`config.mk`:
```
export PLATFORM = sky130hd
export DESIGN_NAME = sd_px_unpack_flat
export DESIGN_NICKNAME = d
export VERILOG_FILES = /design/src/rtl/sd_px_unpack_if.sv /design/src/rtl/sd_px_unpack.sv /design/src/flat_wrapper.sv
export SDC_FILE = /design/constraint.sdc
export NUM_CORES = 1
export LEC_CHECK = 0
export CAP_MARGIN = 20
export CORE_MARGIN = 1
export CORE_UTILIZATION = 60
export DETAILED_ROUTE_END_ITERATION = 6
export DONT_BUFFER_PORTS = 1
export PLACE_DENSITY = 0.79
export SYNTH_ARGS = -nofsm -noshare
export SYNTH_HDL_FRONTEND = slang
export SYNTH_SLANG_ARGS = --single-unit
```
`constraint.sdc`:
```
create_clock -name clk -period 2.8 [get_ports clk]
set_clock_uncertainty 0.15 [all_clocks]
set_input_delay 0.28 -clock clk [delete_from_list [all_inputs] [get_ports clk]]
set_output_delay 0.28 -clock clk [all_outputs]
set_load 0.02 [all_outputs]
```
`src/rtl/sd_px_unpack_if.sv`:
```
// Interfaces for sd_px_unpack.
//   sd_stream_if : word stream from the SD interface (master = SD side).
//   sd_px_if     : pixel stream toward the display writer (master = unpacker).
interface sd_stream_if;
    logic [31:0] stream_data;
    logic        stream_trigger;
    logic        stream_busy;

    modport master (output stream_data, stream_trigger, input stream_busy);
    modport slave  (input stream_data, stream_trigger, output stream_busy);
endinterface

interface sd_px_if #(
    parameter int X_W = 9,
    parameter int Y_W = 8
);
    logic [15:0]    px_data;
    logic           px_valid;
    logic           px_ready;
    logic [X_W-1:0] px_x;
    logic [Y_W-1:0] px_y;
    logic           px_sof;
    logic           px_eol;

    modport master (output px_data, px_valid, px_x, px_y, px_sof, px_eol,
                    input  px_ready);
    modport slave  (input  px_data, px_valid, px_x, px_y, px_sof, px_eol,
                    output px_ready);
endinterface

```
`src/rtl/sd_px_unpack.sv`:
```
// sd_px_unpack: unpacks each 32-bit SD stream word into two RGB565 pixels
// ([31:16] first) and presents them on a valid/ready port with raster x/y,
// start-of-frame / end-of-line flags, a frame_done pulse and a sticky
// overflow flag for words offered while a previous word is still held.
// Optional build macro: BYTE_SWAP_EN -- byte-swap each 16-bit pixel
// (little-endian raw images). Undefined: pixels pass unchanged.
module sd_px_unpack #(
    parameter int H_RES = 320,
    parameter int V_RES = 240,
    parameter int X_W   = 9,
    parameter int Y_W   = 8
) (
    input  logic              clk,
    input  logic              rst_n,
    input  logic              frame_rst,
    sd_stream_if.slave        stream,
    sd_px_if.master           px,
    output logic              frame_done,
    output logic              ovf_err
);

    typedef enum logic [1:0] {IDLE, PX_HI, PX_LO} state_t;

    state_t      state;
    logic        trig_d;
    logic [15:0] lo_half_r;   // second pixel of the held word
    logic        trig_edge;
    logic        handshake;
    logic        last_x;
    logic        last_y;

    // Pixel byte order applied on the way out.
    function automatic logic [15:0] fmt_px(input logic [15:0] p);
`ifdef BYTE_SWAP_EN
        return {p[7:0], p[15:8]};
`else
        return p;
`endif
    endfunction

    assign trig_edge  = stream.stream_trigger & ~trig_d;
    assign handshake  = px.px_valid & px.px_ready;
    assign last_x     = (px.px_x == X_W'(H_RES - 1));
    assign last_y     = (px.px_y == Y_W'(V_RES - 1));
    assign px.px_sof  = (px.px_x == '0) && (px.px_y == '0);
    assign px.px_eol  = last_x;

    // Trigger level history for rising-edge detection; one word per edge.
    always_ff @(posedge clk or negedge rst_n) begin
        if (!rst_n) trig_d <= 1'b0;
        else        trig_d <= stream.stream_trigger;
    end

    // Word FSM: capture on edge, hand out high then low pixel, flag lost words.
    // NOTE: all state here uses non-blocking assignments so every register
    // samples pre-edge values; blocking would make the result order-dependent.
    always_ff @(posedge clk or negedge rst_n) begin
        if (!rst_n) begin
            state              <= IDLE;
            lo_half_r          <= '0;
            px.px_data         <= '0;
            px.px_valid        <= 1'b0;
            stream.stream_busy <= 1'b0;
            ovf_err            <= 1'b0;
        end else if (frame_rst) begin
            // Realign: drop any held word and a same-cycle edge, clear overflow.
            state              <= IDLE;
            px.px_valid        <= 1'b0;
            stream.stream_busy <= 1'b0;
            ovf_err            <= 1'b0;
        end else begin
            case (state)
                IDLE: begin
                    if (trig_edge) begin
                        lo_half_r          <= stream.stream_data[15:0];
                        px.px_data         <= fmt_px(stream.stream_data[31:16]);
                        px.px_valid        <= 1'b1;
                        stream.stream_busy <= 1'b1;
                        state              <= PX_HI;
                    end
                end
                PX_HI: begin
                    if (trig_edge) ovf_err <= 1'b1;
                    if (px.px_ready) begin
                        px.px_data <= fmt_px(lo_half_r);
                        state      <= PX_LO;
                    end
                end
                PX_LO: begin
                    if (trig_edge) ovf_err <= 1'b1;
                    if (px.px_ready) begin
                        px.px_valid        <= 1'b0;
                        stream.stream_busy <= 1'b0;
                        state              <= IDLE;
                    end
                end
                default: begin
                    state              <= IDLE;
                    px.px_valid        <= 1'b0;
                    stream.stream_busy <= 1'b0;
                end
            endcase
        end
    end

    // Raster position: advance on every accepted pixel, pulse frame_done
    // after the last pixel of the frame.
    always_ff @(posedge clk or negedge rst_n) begin
        if (!rst_n) begin
            px.px_x    <= '0;
            px.px_y    <= '0;
            frame_done <= 1'b0;
        end else if (frame_rst) begin
            px.px_x    <= '0;
            px.px_y    <= '0;
            frame_done <= 1'b0;
        end else begin
            frame_done <= 1'b0;
            if (handshake) begin
                if (last_x) begin
                    px.px_x    <= '0;
                    px.px_y    <= last_y ? '0 : px.px_y + Y_W'(1);
                    frame_done <= last_y;
                end else begin
                    px.px_x <= px.px_x + X_W'(1);
                end
            end
        end
    end

endmodule
```
`src/flat_wrapper.sv`:
```
// flat-port wrapper written by rule: the top's interface ports become plain ports
module sd_px_unpack_flat 
#(
    parameter int H_RES = 320,
    parameter int V_RES = 240,
    parameter int X_W   = 9,
    parameter int Y_W   = 8
)
  (clk, rst_n, frame_rst, frame_done, ovf_err, stream_stream_data, stream_stream_trigger, stream_stream_busy, px_px_data, px_px_valid, px_px_x, px_px_y, px_px_sof, px_px_eol, px_px_ready);
  sd_stream_if stream_i ();
  sd_px_if #(.X_W(X_W), .Y_W(Y_W)) px_i ();
  input  logic clk;
  input  logic rst_n;
  input  logic frame_rst;
  output logic frame_done;
  output logic ovf_err;
  input wire logic [$bits(stream_i.stream_data)-1:0] stream_stream_data;
  input wire logic [$bits(stream_i.stream_trigger)-1:0] stream_stream_trigger;
  output wire logic [$bits(stream_i.stream_busy)-1:0] stream_stream_busy;
  output wire logic [$bits(px_i.px_data)-1:0] px_px_data;
  output wire logic [$bits(px_i.px_valid)-1:0] px_px_valid;
  output wire logic [$bits(px_i.px_x)-1:0] px_px_x;
  output wire logic [$bits(px_i.px_y)-1:0] px_px_y;
  output wire logic [$bits(px_i.px_sof)-1:0] px_px_sof;
  output wire logic [$bits(px_i.px_eol)-1:0] px_px_eol;
  input wire logic [$bits(px_i.px_ready)-1:0] px_px_ready;
  assign stream_i.stream_data = stream_stream_data;
  assign stream_i.stream_trigger = stream_stream_trigger;
  assign stream_stream_busy = stream_i.stream_busy;
  assign px_px_data = px_i.px_data;
  assign px_px_valid = px_i.px_valid;
  assign px_px_x = px_i.px_x;
  assign px_px_y = px_i.px_y;
  assign px_px_sof = px_i.px_sof;
  assign px_px_eol = px_i.px_eol;
  assign px_i.px_ready = px_px_ready;
  sd_px_unpack #(.H_RES(H_RES), .V_RES(V_RES), .X_W(X_W), .Y_W(Y_W)) u_core (.clk(clk), .rst_n(rst_n), .frame_rst(frame_rst), .stream(stream_i), .px(px_i), .frame_done(frame_done), .ovf_err(ovf_err));
endmodule
```
# After elaboration in Yosys (flattened, before gate mapping)
# Cells that the tools add are included.
# classes
addsub	2
mul	0
n_div	0
magnitude_cmp	0
eq_ne	10
n_shift	0
muxes	24
n_bitwise	4
n_reduce_logical	16
# op_table
cell	count
two-way mux 16 bit	2
two-way mux 8 bit	4
case mux 16 bit (2 select lines)	1
two-way mux 9 bit	3
nonzero test 2 bit	5
adder 9 x 1 -> 9 bit, second input constant	1
equality test 9 bit, second input constant	1
zero test 9 bit	1
AND reduction 3 bit	3
adder 8 x 1 -> 8 bit, second input constant	1
equality test 8 bit, second input constant	1
zero test 8 bit	1
two-way mux 1 bit	8
two-way mux 2 bit	4
!= test 3 bit, second input constant	2
case mux 2 bit (3 select lines)	1
!= test 2 bit, second input constant	2
AND reduction 2 bit	2
AND reduction 4 bit	1
!= test 3 x 2 -> 1 bit, second input constant	1
case mux 1 bit (3 select lines)	1
AND 1 bit	2
equality test 2 x 1 -> 1 bit, second input constant	1
equality test 2 bit, second input constant	1
5 further kinds	6
# word_totals
regBits	55
latchBits	0
ramBits	0
romBits	0
input_bits	37
output_inout_bits	39
wordCells	65
mem_count	0

# Logic depth before layout (Yosys ltp)
# Gate-level depths: netlist of the first run.
# logic_depth
word_depth	5
ltp_mapped	8

# Worst setup path before layout of the first run
# Ideal clock, no wire load.
# synth_path
path_kind	register -> register
from	register u_core.state[1]
to	register u_core.lo_half_r[10]
setup_time_ns	0.125
arrival_time_ns	1.589
path_slack_ns	0.936
stages_incl_launch_ff	7
period_less_slack_ns	1.864
path_cell_list	dfrtp_1 > inv_1 > ha_1 > buf_2 > nor3b_4 > buf_6 > mux2_2
# synth_between
elab_chain_cells	2
# synth_rtl
item	line	rtl
start, declared	sd_px_unpack.sv:24	state_t state;
start signal, assigned	sd_px_unpack.sv:59	state <= IDLE;
start signal, assigned	sd_px_unpack.sv:67	state <= IDLE;
start signal, assigned	sd_px_unpack.sv:79	state <= PX_HI;
zero test 2 bit	sd_px_unpack.sv:72	case (state)
AND reduction 3 bit (no source line)	--	
end signal, assigned	sd_px_unpack.sv:75	lo_half_r <= stream.stream_data[15:0];
end, declared	sd_px_unpack.sv:26	logic [15:0] lo_half_r;
# No other way between the ends.
# A chain may end at the register's enable or synchronous reset.

# Final worst setup path of the first run
# layout_path
from	register u_core.px.px_x[0]
to	output px_px_sof
# layout_between
elab_chain_cells	2
# layout_rtl
item	line	rtl
start, declared	sd_px_unpack_if.sv:25	modport master (output px_data, px_valid, px_x, px_y, px_sof, px_eol,
start signal, assigned	sd_px_unpack.sv:125	px.px_x <= px.px_x + X_W'(1);
zero test 9 bit	sd_px_unpack.sv:45	assign px.px_sof = (px.px_x == '0) && (px.px_y == '0);
logical AND 1 bit	sd_px_unpack.sv:45	
end, declared	flat_wrapper.sv:24	output wire logic [$bits(px_i.px_sof)-1:0] px_px_sof;
# No other way between the ends.

==> results of run 1 <==
final cells by class:
class / count / share of cell area [%]
inverters: 10 / 1.22
multi-input cells: 178 / 40.3
clock buffers: 5 / 2.24
repair buffers: 26 / 8.62
well taps: 52 / 2.12
clock inverters: 3 / 0.732
flip-flops and latches: 55 / 44.8
timing repair:
item | 4_1_cts | 5_1_grt
endpoints found under the hold margin | 94 | 0
resized for setup | 0 | 0
hold buffers | 21 | 0
buffers inserted | 0 | 0
flip-flops by register name (all words and copies together), names as in the netlist:
name	count
u_core.frame_done	1
u_core.lo_half_r	16
u_core.state	2
u_core.px.px_valid	1
u_core.trig_d	1
u_core.px.px_data	16
u_core.ovf_err	1
u_core.px.px_y	8
u_core.px.px_x	9
report_power, final:
| part | switching [mW] | internal, mW | total (mW) |
|---|---|---|---|
| sequential | 0.288 | 1.01 | 1.30 |
| clock | 0.272 | 0.182 | 0.453 |
| combinational | 0.282 | 0.276 | 0.559 |
| total | 0.842 | 1.47 | 2.31 |
cell usage in the layout (no fill, tap or decap), drive strengths merged, types with 2 or more instances in the layout:
master	instances
dfrtp	55
a21oi	29
nor2	26
dlygate4sd3	20
mux2i	19
mux2	16
nand2	12
inv	12
nand3	11
nor3	9
ha	7
buf	6
nor4	5
o21ai	5
clkbuf	5
xnor2	4
and3	4
or3	3
nand2b	3
nand4	3
xor2	3
and2b	2
and2	2
a211oi	2
per-layer routing:
| metal | wire length (µm) | GRT usage (%) | up-vias |
|---|---|---|---|
| li1 | - | - | 945 |
| met1 | 2390 | 33.0 | 962 |
| met2 | 2820 | 40.1 | 64 |
| met3 | 385 | 7.56 | 6 |
| met4 | 60 | 7.94 | 0 |
| met5 | 0 | 0 | - |
metrics by stage:
| stage | util [%] | power (mW) | worst slack [ns] | area, µm² | instances |
|---|---|---|---|---|---|
| 2_1_floorplan | - | 1.72 | 0.936 | 2730 | 258 |
| 3_3_place_gp | 63.3 | 1.80 | 0.863 | 2760 | 300 |
| 3_5_place_dp | 63.3 | 1.83 | 0.796 | 2760 | 300 |
| 4_1_cts | 70.6 | 2.32 | 0.599 | 3080 | 329 |
| 5_1_grt | 70.6 | 2.44 | 0.467 | 3080 | 329 |
| 6_report | 70.6 | 2.31 | 0.601 | 3080 | 329 |
worst max-delay path by stage:
stage	start	to	slack (ns)	depth (start not counted)
finish	u_core.px.px_x[0]$_DFFE_PN0P_	px_px_sof	0.60	5
global route	u_core.px.px_x[0]$_DFFE_PN0P_	px_px_sof	0.47	5
global placement	u_core.state[0]$_DFFE_PN0P_	u_core.px.px_data[8]$_DFFE_PN0P_	0.86	7
CTS	u_core.px.px_x[0]$_DFFE_PN0P_	px_px_sof	0.60	5
detailed placement	u_core.state[1]$_DFFE_PN0P_	u_core.px.px_data[14]$_DFFE_PN0P_	0.80	7
floorplan	u_core.state[1]$_DFFE_PN0P_	u_core.lo_half_r[10]$_DFFE_PN0P_	0.94	6
cells by family after synthesis:
logic type	synth area share, %
and+or+nand+nor	17.4
DFF	50.3
AOI/OAI and AO/OA	8.70
muxes	13.5
buffers and inverters	4.58
xor gates and xnor gates	2.24
adders and majority gates	3.20
worst max-delay path, cell delays in order (launching register included):
cell	delay, ns
dfrtp_1	0.51
inv_1	0.10
ha_1	0.14
nor4b_1	0.23
nand3_1	0.12
nor2_1	0.35
==> impl_metrics.py, run 1 <==
metrics = {
    "worst_setup_path": {
        "path_class": "reg2out",
        "worstSetupEndpointType": "output pin",
        "rr_startpoint": "u_core.state[1]$_DFFE_PN0P_",
        "rrSetupSlack_ns": 0.77,
        "cp_data_required_time_ns": 2.37,
        "rr_endpoint": "u_core.px.px_data[14]$_DFFE_PN0P_",
        "worstRegToRegCells": 7,
        "crit_path_start_kind": "flop",
        "crit_arrival_ns": 1.77,
        "crit_fanout": 6,
    },
    "worst_hold_path": {
        "hp-start": "stream_stream_data[25]",
        "hp-class": "in2reg",
        "whs_path_depth": 2,
        "min_to": "u_core.px.px_data[9]$_DFFE_PN0P_",
    },
    "global_routing": {
        "grt_pass1_wl_um": 9560,
        "antenna_found_initial": 0,
        "grt_pass1_vias": 1960,
        "grtUsageTotal_pct": 25.1,
        "grt_max_degree": 56,
        "grt_overflow": 0,
    },
    "synth": {
        "async_flop_share_pct": 100,
        "avgSynthCellArea_um2": 10.6,
        "ys_seq_elements": 55,
        "ys_seq_area_share_pct": 50.3,
        "ys_warn_count": 0,
        "synth_cell_types": 42,
        "synth.net_count": 302,
        "yosysMostFrequentCell": "dfrtp_1",
        "netlist_top_cells_area": "dfrtp_1, mux2i_1, mux2_2, a21oi_1, nor2_1",
        "mappedNetlistArea_um2": 2730,
        "netlist_top_cells_count": "dfrtp_1, a21oi_1, nor2_1, mux2i_1, mux2_2",
        "synth_top_area_share_pct": 50.3,
        "synth_flop_cell": "dfrtp_1",
        "yosysTopAreaCell": "dfrtp_1",
        "synth-edff-count": 0,
        "syn_inst": 258,
    },
    "floorplan": {
        "ioPinCount": 76,
        "die_y_um": 69.5,
        "coreArea_um2": 4350,
        "die_w_um": 69.5,
        "rows": 24,
        "start_util_pct": 62.8,
        "dieArea_um2": 4830,
    },
    "sta": {
        "rsz0062_at_grt": "false",
        "max_slew_margin_pct": 43.1,
        "fmax_ghz": 0.455,
        "slew_viol_final": 0,
        "finalHoldViolCount": 0,
        "worstMarginPinSlew_ns": 0.851,
        "fin_crit_sh_pct": 78.5,
        "setup_violations": 0,
        "period_needed_ns": 2.20,
        "worst_hold_slack_ns": 0.0264,
        "tns_ns": 0,
    },
    "pwr": {
        "p_per_area_nw_per_um2": 751,
        "cellLeakagePower_nw": 1.27,
        "vdd_drop_max_mv": 0.536,
    },
    "drt": {
        "vias": 1977,
        "drt-total-wl_um": 5650,
        "wire_per_inst_um": 17.2,
        "drc_errors": 0,
        "ant_nets": 0,
        "drtIter0Drc": 103,
        "dr.pass1.iters": 4,
        "via_per_inst": 6.01,
    },
    "final_layout": {
        "regArea_um2": 1380,
        "fin_nets": 320,
        "final_layout_size_suffix_gt1_share_pct": 13.4,
        "nFillCells": 317,
        "multi_input_area_um2": 1240,
        "syn_to_final_growth_pct": 12.5,
        "num_antenna_cells": 0,
    },
    "clock_tree": {
        "cts_inserted_buffers": 5,
        "cts_tree": "yes",
        "clkSinkCount": 55,
        "ctsRootBufferMaster": "clkbuf_8",
        "clk_pin_slew_ns": 0.10,
        "clock_path_buffers": 2,
        "clock_latency_ns": 0.31,
        "htreeDepth": 2,
    },
    "job": {
        "max_cap_violations": 0,
    },
    "placement": {
        "place.gp.congestion": 0.855,
        "port_buffers": 0,
        "dp_hpwl_um": 3630,
    },
    "run_status": {
        "outcome": "finished, final reports clean",
    },
}
No activity file was read; power rests on OpenSTA's default activity.
==> run 2, diff against run 1 <==
CORE_UTILIZATION = 57   (was 60)
PLACE_DENSITY = 0.78   (was 0.79)
clock period = 1.85 ns   (was 2.8 ns; I/O delays follow)
==> impl_metrics.py, run 2 (synthesis gave the netlist of run 1 again) <==
metrics = {
    "run_status": {
        "outcome": "finished with violations",
        "violations": "design-rule violations, negative setup slack",
    },
    "worst_setup_path": {
        "worstSetupEndpointType": "output pin",
        "cp_top_family": "flip-flops",
        "rrSetupSlack_ns": 0,
        "rr_endpoint": "u_core.px.px_x[0]$_DFFE_PN0P_",
        "worstRegToRegCells": 6,
        "cpMostUsedCell": "buf_4",
        "crit_fanout": 4,
        "crit_arrival_ns": 1.61,
        "critPathBufInv": 2,
        "rr_startpoint": "u_core.px.px_x[1]$_DFFE_PN0P_",
        "crit_start": "u_core.px.px_x[1]$_DFFE_PN0P_",
        "path_class": "reg2out",
        "max_stage_delay_ns": 0.41,
        "critical_path.cell_chain": "buf_4 > ha_2 > and4bb_4 > and2_2 > buf_4",
        "cp_data_required_time_ns": 1.51,
        "crit_path_start_kind": "flop",
        "cpMaxStageDelayCell": "dfrtp_1",
    },
    "floorplan": {
        "coreArea_um2": 4470,
        "die_w_um": 71.3,
        "ioPinCount": 76,
        "dieArea_um2": 5080,
        "die_y_um": 71.3,
        "rows": 24,
        "start_util_pct": 61.1,
    },
    "pwr": {
        "vdd_drop_max_mv": 0.775,
        "cellLeakagePower_nw": 1.55,
        "p_per_area_nw_per_um2": 1030,
    },
    "placement": {
        "place_area_um2": 2960,
        "port_buffers": 0,
        "place.gp.congestion": 0.835,
        "dp_slack_ns": 0.0732,
        "dp_hpwl_um": 3780,
    },
    "worst_hold_path": {
        "whs_path_depth": 4,
        "hp-start": "px_px_ready",
        "min_to": "u_core.state[1]$_DFFE_PN0P_",
        "hp-class": "in2reg",
    },
    "sta": {
        "slew_viol_final": 0,
        "setup_violations": 3,
        "worstMarginPinSlew_ns": 0.877,
        "max_slew_margin_pct": 41.3,
        "fmax_ghz": 0.513,
        "fin_crit_sh_pct": 105,
        "setup_slack_ns": -0.0990,
        "rsz0062_at_grt": "true",
        "period_needed_ns": 1.95,
        "finalHoldViolCount": 0,
    },
    "final_layout": {
        "layout_common_cells": "dfrtp_1, dlygate4sd3_1, buf_4, a21oi_1, nor2_1",
        "final_cell_area_um2": 3610,
        "final_layout_size_suffix_gt1_share_pct": 24.6,
        "top_regs": "u_core.lo_half_r (16), u_core.px.px_data (16), u_core.px.px_x (9)",
        "fin_nets": 368,
        "num_antenna_cells": 0,
        "syn_to_final_growth_pct": 31.9,
        "final_common_cell": "dfrtp_1",
    },
    "drt": {
        "wire_per_inst_um": 17.6,
        "ant_nets": 0,
        "drtIter0Drc": 165,
        "via_per_inst": 6.00,
        "dr.pass1.iters": 7,
        "drc_errors": 6,
        "drt-total-wl_um": 6650,
        "vias": 2262,
    },
    "global_routing": {
        "grt_pass1_wl_um": 10400,
        "antenna_found_initial": 0,
        "grt_pass1_vias": 2186,
        "grtUsageTotal_pct": 26.7,
        "grt_max_degree": 56,
        "grt_overflow": 0,
    },
    "clock_tree": {
        "htreeDepth": 2,
        "clock_latency_ns": 0.32,
        "cts_tree": "yes",
        "clk_pin_slew_ns": 0.10,
        "ctsRootBufferMaster": "clkbuf_8",
        "cts_inserted_buffers": 5,
        "clock_path_buffers": 2,
        "clkSinkCount": 55,
    },
    "job": {
        "max_cap_violations": 0,
    },
}
## run 2: changes by cell type in the layout (fill, tap and decap cells not counted), moves of 2 or more
cell / before / now
inv_1: 10 / 8
buf_12: 0 / 3
ha_2: 0 / 3
buf_6: 0 / 2
buf_4: 5 / 31
dlygate4sd3_1: 20 / 36
inv_6: 2 / 0
ha_1: 7 / 3
inv_4: 0 / 2
## run 2: where the power goes
| group | switching (mW) | internal, mW |
|---|---|---|
| registers | 0.432 | 1.53 |
| clock network | 0.426 | 0.274 |
| logic | 0.505 | 0.539 |
## run 2: cell type report
type	instances	area, µm²
Fill cell	262	867
Clock inverter	3	23.8
Tap cell	52	65.1
Multi-Input combinational cell	178	1300
Sequential cell	55	1380
Clock buffer	5	68.8
Timing Repair Buffer	74	728
Inverter	10	42.5
## run 2: per-layer routing
layer	global-route usage, %	wire (µm)	up-vias
li1	-	-	1046
met1	34.2	2700	1112
met2	45.5	3380	90
met5	0	0	-
met3	4.64	429	14
met4	10.4	142	0
## run 2: stage by stage
stage / TNS, ns / hold slack (ns) / std cells / utilization [%] / total power, mW
floorplan: 0 / -0.261 / 258 / - / 2.60
global placement: 0 / -0.259 / 324 / 66.2 / 2.77
detailed placement: 0 / -0.259 / 324 / 66.2 / 2.81
CTS: -0.0981 / 0.0263 / 369 / 77.9 / 3.61
global route: -0.708 / 0.0939 / 377 / 80.6 / 3.90
finish: -0.193 / 0.0644 / 377 / 80.6 / 3.71
## run 2: how the worst max path moves through the flow
stage	end	slack, ns	cells past startpoint
after floorplan	u_core.px.px_y[5]$_DFFE_PN0P_	0.0008	5
after global placement	u_core.px.px_data[15]$_DFFE_PN0P_	0.11	7
after detailed placement	u_core.px.px_data[14]$_DFFE_PN0P_	0.07	7
after CTS	px_px_sof	-0.06	7
after global routing	px_px_sof	-0.20	7
final	px_px_eol	-0.1	5
## run 2: timing repair
| action | CTS | global route |
|---|---|---|
| setup endpoints to repair | 2 | 34 |
| hold buffers | 37 | 0 |
| setup buffers | 0 | 7 |
| gates cloned | 0 | 1 |
| pin swaps | 3 | 1 |
| hold endpoints to repair | 110 | 0 |
| gates resized for setup | 10 | 8 |
## run 2: worst register-to-register path, delay by kind of cell (launching register included)
family                     cells  cell delay, ns
DFF                            1            0.41
and+or+nand+nor                3            0.76
adders and majority gates      1            0.19
AOI/OAI and AO/OA              1            0.12
buffers and inverters          1            0.14
==> run 3, diff against run 2 <==
RECOVER_POWER = 25   (was unset)
==> impl_metrics.py, run 3 (synthesis gave the netlist of run 1 again) <==
metrics = {
    "clock_tree": {
        "ctsRootBufferMaster": "clkbuf_8",
        "htreeDepth": 2,
        "clkSinkCount": 55,
        "clock_latency_ns": 0.32,
        "cts_tree": "yes",
        "clock_path_buffers": 2,
        "clk_pin_slew_ns": 0.10,
        "cts_inserted_buffers": 5,
    },
    "floorplan": {
        "start_util_pct": 61.1,
        "rows": 24,
        "ioPinCount": 76,
        "die_y_um": 71.3,
        "coreArea_um2": 4470,
        "dieArea_um2": 5080,
        "die_w_um": 71.3,
    },
    "final_layout": {
        "regArea_um2": 1380,
        "layout_common_cells": "dfrtp_1, dlygate4sd3_1, buf_4, a21oi_1, nor2_1",
        "num_antenna_cells": 0,
        "top_regs": "u_core.lo_half_r (16), u_core.px.px_data (16), u_core.px.px_x (9)",
        "multi_input_area_um2": 1300,
        "fin_nets": 368,
        "nFillCells": 264,
        "syn_to_final_growth_pct": 31.2,
        "stdcell_count": 377,
        "final_common_cell": "dfrtp_1",
        "final_layout_size_suffix_gt1_share_pct": 24.6,
    },
    "drt": {
        "via_per_inst": 5.94,
        "vias": 2238,
        "drtIter0Drc": 159,
        "drt-total-wl_um": 6640,
        "wire_per_inst_um": 17.6,
        "drc_errors": 6,
        "dr.pass1.iters": 7,
        "ant_nets": 0,
    },
    "worst_setup_path": {
        "path_class": "reg2out",
        "rr_startpoint": "u_core.px.px_x[1]$_DFFE_PN0P_",
        "rrSetupSlack_ns": 0,
        "crit_fanout": 5,
        "crit_arrival_ns": 1.62,
        "crit_start": "u_core.px.px_x[0]$_DFFE_PN0P_",
        "cp_data_required_time_ns": 1.51,
        "worstSetupEndpointType": "output pin",
        "crit_path_start_kind": "flop",
        "worstRegToRegCells": 7,
    },
    "placement": {
        "place.gp.congestion": 0.835,
        "dp_hpwl_um": 3780,
        "port_buffers": 0,
        "dpl.cell_count": 324,
    },
    "sta": {
        "finalHoldViolCount": 0,
        "setup_slack_ns": -0.104,
        "worstMarginPinSlew_ns": 0.871,
        "fin_crit_sh_pct": 106,
        "fmax_ghz": 0.512,
        "period_needed_ns": 1.95,
        "slew_viol_final": 0,
        "max_slew_margin_pct": 41.7,
        "rsz0062_at_grt": "true",
        "setup_violations": 4,
    },
    "pwr": {
        "clockPowerShare_pct": 18.9,
        "swShare_pct": 36.8,
        "cellLeakagePower_nw": 1.55,
        "p_per_area_nw_per_um2": 1030,
        "power_frac_comb_pct": 28.1,
        "p_total_mw": 3.70,
        "power_switching_mw": 1.36,
        "seqPwrFrac_pct": 53.0,
        "vdd_drop_max_mv": 0.777,
        "p_int_mw": 2.34,
    },
    "global_routing": {
        "grt_pass1_wl_um": 10400,
        "grt_overflow": 0,
        "grtUsageTotal_pct": 26.7,
        "antenna_found_initial": 0,
        "grt_pass1_vias": 2186,
        "grt_max_degree": 56,
    },
    "worst_hold_path": {
        "whs_path_depth": 4,
        "hp-class": "in2reg",
        "hp-start": "px_px_ready",
    },
    "run_status": {
        "outcome": "finished with violations",
        "violations": "design-rule violations, negative setup slack",
    },
    "job": {
        "max_cap_violations": 0,
    },
}
run 3: area by class of cell:
type,instances,share of cell area (%)
Sequential cell,55,38.4
Multi-Input combinational cell,178,36.3
Timing Repair Buffer,74,19.7
Clock buffer,5,1.92
Tap cell,52,1.81
Inverter,10,1.19
Clock inverter,3,0.663
run 3: worst max-delay path, cell delays in order (launching register included):
cell and delay, ns:
dfrtp_2 0.43, buf_6 0.15, inv_4 0.05, ha_4 0.11, nor4b_4 0.18, nand3_1 0.10, nor2_1 0.13, buf_4 0.16
run 3: timing repair:
item	CTS	global route
gates cloned	0	1
resized for setup	10	8
setup buffers	0	7
endpoints found under the hold margin	110	0
pin swaps	3	1
setup endpoints to repair	2	34
hold buffers	37	0
run 3: power groups by stage:
stage	combinational (mW)	sequential, mW	clock, mW
after CTS	0.953	1.95	0.705
after detailed placement	0.835	1.98	0
after global placement	0.811	1.96	0
after floorplan	0.665	1.94	0
final	1.04	1.96	0.700
after global routing	1.15	2.00	0.747
run 3: path summary, 6_finish.rpt:
| kind | to |
|---|---|
| min | u_core.state[1]$_DFFE_PN0P_ |
| max reg2reg | u_core.px.px_y[7]$_DFFE_PN0P_ |
| max | px_px_sof |
| max in group asynchronous | u_core.px.px_x[0]$_DFFE_PN0P_ |
| min in group asynchronous | u_core.lo_half_r[10]$_DFFE_PN0P_ |
| min reg2reg | u_core.lo_half_r[8]$_DFFE_PN0P_ |
run 3: per-stage QoR:
stage	TNS (ns)	hold slack [ns]	area [µm²]	setup slack (ns)	util (%)
2_1_floorplan	0	-0.261	2740	0.000753	-
5_1_grt	-0.708	0.0939	3590	-0.205	80.2
3_3_place_gp	0	-0.259	2960	0.109	66.2
3_5_place_dp	0	-0.259	2960	0.0732	66.2
4_1_cts	-0.0981	0.0263	3480	-0.0587	77.9
6_report	-0.204	0.0644	3590	-0.104	80.2
run 3: per-layer routing:
metal	vias to the layer above	part of all wire [%]	track usage (%)
li1	1044	-	-
met1	1109	42	34.2
met2	75	51	45.5
met3	10	6.0	4.64
met4	0	1.8	10.4
met5	-	0	0
